### config.mk
export PLATFORM = sky130hd
export DESIGN_NAME = adder_seq_ctrl
export DESIGN_NICKNAME = d
export VERILOG_FILES = /design/src/rtl/adder_seq_ctrl.sv
export SDC_FILE = /design/constraint.sdc
export NUM_CORES = 1
export LEC_CHECK = 0
export BUFFER_PORTS_ARGS = -buffer_cell sky130_fd_sc_hd__buf_2
export CORE_MARGIN = 1.5
export CORE_UTILIZATION = 35
export DETAILED_ROUTE_END_ITERATION = 7
export MAX_ROUTING_LAYER = met4
export PLACE_DENSITY_LB_ADDON = 0.05
export REMOVE_ABC_BUFFERS = 1
export SKIP_LAST_GASP = 1
export SYNTH_ARGS = -nofsm -noshare
export SYNTH_HDL_FRONTEND = slang
export SYNTH_SLANG_ARGS = --single-unit
### constraint.sdc
create_clock -name clk -period 2.6 [get_ports clk]
set_clock_uncertainty 0.1 [all_clocks]
set_input_delay 0.52 -clock clk [delete_from_list [all_inputs] [get_ports clk]]
set_output_delay 0.52 -clock clk [all_outputs]
set_load 0.01 [all_outputs]
### src/rtl/adder_seq_ctrl.sv
// rtl/adder_seq_ctrl.sv - wide adder sequencer driving one narrow external adder slice
module adder_seq_ctrl #(
    parameter int SLICE_W    = 2,
    parameter int NUM_SLICES = 4
) (
    input  logic                          clk,
    input  logic                          reset_n,
    input  logic                          in_valid,
    output logic                          in_ready,
    input  logic [SLICE_W*NUM_SLICES-1:0] in_lhs,
    input  logic [SLICE_W*NUM_SLICES-1:0] in_rhs,
    input  logic                          in_cin,
    output logic                          out_valid,
    input  logic                          out_ready,
    output logic [SLICE_W*NUM_SLICES-1:0] out_sum,
    output logic                          out_cout,
    output logic                          slice_en,
    output logic [SLICE_W-1:0]            slice_lhs,
    output logic [SLICE_W-1:0]            slice_rhs,
    output logic                          slice_cin,
    input  logic [SLICE_W-1:0]            slice_sum,
    input  logic                          slice_cout,
    output logic                          busy
);

    localparam int TW    = SLICE_W * NUM_SLICES;
    localparam int IDX_W = (NUM_SLICES > 1) ? $clog2(NUM_SLICES) : 1;

    typedef enum logic [1:0] {
        IDLE = 2'd0,
        RUN  = 2'd1,
        DONE = 2'd2
    } state_t;

    state_t             state;
    state_t             state_next;
    logic [IDX_W-1:0]   idx;
    logic               carry;
    logic [TW-1:0]      lhs_reg;
    logic [TW-1:0]      rhs_reg;
    logic [TW-1:0]      result;
    logic               last_slice;

    assign last_slice = (idx == IDX_W'(NUM_SLICES - 1));

    always_ff @(posedge clk or negedge reset_n) begin
        if (!reset_n) begin
            state   <= IDLE;
            idx     <= '0;
            carry   <= 1'b0;
            lhs_reg <= '0;
            rhs_reg <= '0;
            result  <= '0;
        end else begin
            state <= state_next;
            case (state)
                IDLE: begin
                    if (in_valid) begin
                        lhs_reg <= in_lhs;
                        rhs_reg <= in_rhs;
                        carry   <= in_cin;
                        idx     <= '0;
                        result  <= '0;
                    end
                end
                RUN: begin
                    result[idx*SLICE_W +: SLICE_W] <= slice_sum;
                    carry                          <= slice_cout;
                    if (!last_slice) begin
                        idx <= idx + 1'b1;
                    end
                end
                default: begin
                end
            endcase
        end
    end

    // Slice inputs are forced to zero outside RUN so the external adder sees a quiet bus.
    always_comb begin
        state_next = state;
        in_ready   = 1'b0;
        out_valid  = 1'b0;
        out_sum    = '0;
        out_cout   = 1'b0;
        slice_en   = 1'b0;
        slice_lhs  = '0;
        slice_rhs  = '0;
        slice_cin  = 1'b0;
        busy       = (state != IDLE);
        case (state)
            IDLE: begin
                in_ready = 1'b1;
                if (in_valid) begin
                    state_next = RUN;
                end
            end
            RUN: begin
                slice_en  = 1'b1;
                slice_lhs = lhs_reg[idx*SLICE_W +: SLICE_W];
                slice_rhs = rhs_reg[idx*SLICE_W +: SLICE_W];
                slice_cin = carry;
                if (last_slice) begin
                    state_next = DONE;
                end
            end
            DONE: begin
                out_valid = 1'b1;
                out_sum   = result;
                out_cout  = carry;
                if (out_ready) begin
                    state_next = IDLE;
                end
            end
            default: begin
                state_next = IDLE;
            end
        endcase
    end

endmodule

==> results.toml <==
[clock_network]
cts_root_buf = "clkbuf_8"
clock_latency_ns = 0.27
clock_transition_at_path_regs_ns = 0.06
tritoncts = "done"
cts_buffers = 5
cts_hold_repair.buffers = 0
cts_htree_levels = 2
post_cts.repair.setup_buffers = 0
clkSinkCount = 29
post_cts_resize_count = 0
cts_max_path_buffers = 2

[critical_path]
arrival_ns = 1.78
worst_setup_path_start_kind = "flip-flop"
rr_worst_depth = 5
timing.critical_path.from = "idx[0]$_DFFE_PN0P_"
criticalPathCategory = "reg -> out"
endpoint_kind = "output pin"
critical_path_required_ns = 1.98
reg2reg_from = "idx[0]$_DFFE_PN0P_"
worst-path-max-fanout = 12
worst_reg_to_reg_setup_slack_ns = 0.64
critical_path.reg2reg.endpoint = "result[5]$_DFFE_PN0P_"
crit_end = "slice_rhs[1]"

[routing]
wire_per_inst_um = 12.4
dr.first_iter.drc_count = 34
drt_wl_total_um = 3020
drt.antenna.violating_nets = 0
vias_per_cell = 4.88
drt_pass1_iterations = 4
vias_after_detailed_routing = 1186
drc = 0

[floorplan]
ios = 42
dieArea_sq_um = 4680
floorplan.rows = 23
die_width_um = 68.4
initial_standard_cell_utilization_of_the_core_pct = 36.9
coreArea_sq_um = 4060
die_height_um = 68.4

[global_route]
global_route_wire_length_before_repair_um = 5280
antenna_found_initial = 0
globalRoute.totalOverflow = 0
pin_count_of_the_biggest_net_entering_global_routing = 30
global_route.usage.total_pct = 16.1
grt_pass1_vias = 1203

[layout]
fill_cells = 441
fraction_of_final_layout_cells_with_drive_strength_greater_than_1_pct = 30.1
layout.cells.non_filler = 243
final_net_count = 222
area_growth_syn_to_layout_pct = 19.3
seq_cell_area_sq_um = 726
diodes = 0
final_util_pct = 44.1
multi_input_area_sq_um = 681

[flow_run]
maxCapViolations = 0

[place]
io_buffers = 41
dp_hpwl_um = 2220
globalplace.congestion = 0.826
placed_cells = 235

[synth]
synth_cell_area_sq_um = 1500
synth_enable_flop_cells = 0
yosys_warnings = 0
syn-mean-instance-area_sq_um = 9.93
yosysSeqAreaShare_pct = 48.4
post_synth_inst_count = 151
async_reset_ff_share_pct = 100
yosys_most_used_dff = "dfrtp_1"
top_post_synthesis_cells_by_area = "dfrtp_1 48%, nand2_1 13%, mux4_2 6.0%"
ys_types = 31
yosys_register_bits = 29
synth.top_cell.area_share_pct = 48.4
synthDominantAreaCellType = "dfrtp_1"

[pwr]
vdd_ir_drop_max_v = 0.000362
standby_leakage_power_nw = 0.948
powerDensity_nw_per_um2 = 1120

[timing]
slew_headroom_pct = 52.3
post-route-min-period_ns = 2.40
finalSetupTns_ns = 0
clock.fmax_ghz = 0.417
worst-slew-pin-transition_ns = 0.712
timing.final.crit_share_pct = 92.3
drv_slew = 0
count_of_final_hold_check_violations = 0
rsz0062_at_grt = "false"
final-setup-viol-count = 0

[status]
status = "finished clean"

[worst_hold_path]
holdCritPathClass = "in -> async"
[kinds of logic (layout without fill, tap and decap cells)]
family | Yosys count | count (layout) | share of synthesized area, %
muxes | 4 | 4 | 6.01
DFF | 29 | 29 | 48.4
AOI/OAI and AO/OA | 16 | 16 | 8.18
adders and majority gates | 6 | 6 | 5.01
and+or+nand+nor | 81 | 81 | 26.2
buffers and inverters | 15 | 57 | 6.18
[layout make-up]
cell class                      instances  share of cell area, %
Tap cell                               50                   3.50
Multi-Input combinational cell        107                   38.1
Timing Repair Buffer                   42                   11.9
Inverter                                7                   1.47
Sequential cell                        29                   40.6
Clock buffer                            8                   4.48
[synthesized netlist by cell type, types with 3 or more instances]
master and instances:
mux4_2 4, inv_1 6, nand3_1 3, nand3b_1 3
and2_1 14, nand2_1 51, dfrtp_1 29, ha_1 6
o21ai_0 3, a22o_1 6
[metrics by stage]
step           worst slack [ns]  power, mW  area (sq um)  hold WS [ns]
6_report                  0.201       2.00          1790         0.165
5_1_grt                  0.0576       2.21          1790         0.199
3_3_place_gp              0.479       1.66          1710         0.358
2_1_floorplan             0.700       1.39          1430         0.124
3_5_place_dp              0.469       1.68          1710         0.362
4_1_cts                   0.162       2.03          1790         0.186
[where the power goes]
group	internal, mW	total (mW)	switching, mW
registers	0.643	0.792	0.149
logic	0.395	0.861	0.466
clock network	0.190	0.345	0.155
total	1.23	2.00	0.770
[how the worst min path moves through the flow]
stage	cells past startpoint	endpoint	slack, ns
floorplan	0	carry$_DFFE_PN0P_	0.12
global placement	2	rhs_reg[2]$_DFFE_PN0P_	0.36
detailed placement	2	lhs_reg[3]$_DFFE_PN0P_	0.36
CTS	1	state[1]$_DFFE_PN0P_	0.19
global route	1	state[1]$_DFFE_PN0P_	0.20
finish	1	state[1]$_DFFE_PN0P_	0.17
[layer usage]
metal  wire length, um  global-route usage (%)  vias to the layer above
met5                 0                       -                        -
met4                59                    7.50                        0
met1              1310                    18.4                      554
met2              1460                    25.2                       36
li1                  -                       -                      589
met3               189                    5.76                        7
[cells in the final DEF (no fill, tap or decap), types with 3 or more instances in the layout]
master    Yosys  layout
a22o_1        6       6
and2_1       14      14
buf_2         2      41
clkbuf_1      1       3
clkbuf_8      0       5
dfrtp_1      29      29
ha_1          6       6
inv_1         6       6
mux4_2        4       4
nand2_1      51      51
nand3_1       3       3
nand3b_1      3       3
o21ai_0       3       3
[worst max-delay path, cell delays in order (launching register included)]
cell     delay [ns]
dfrtp_1        0.65
mux4_2         0.55
and2_1         0.17
buf_2          0.13
(Power assumes the default switching activity.)
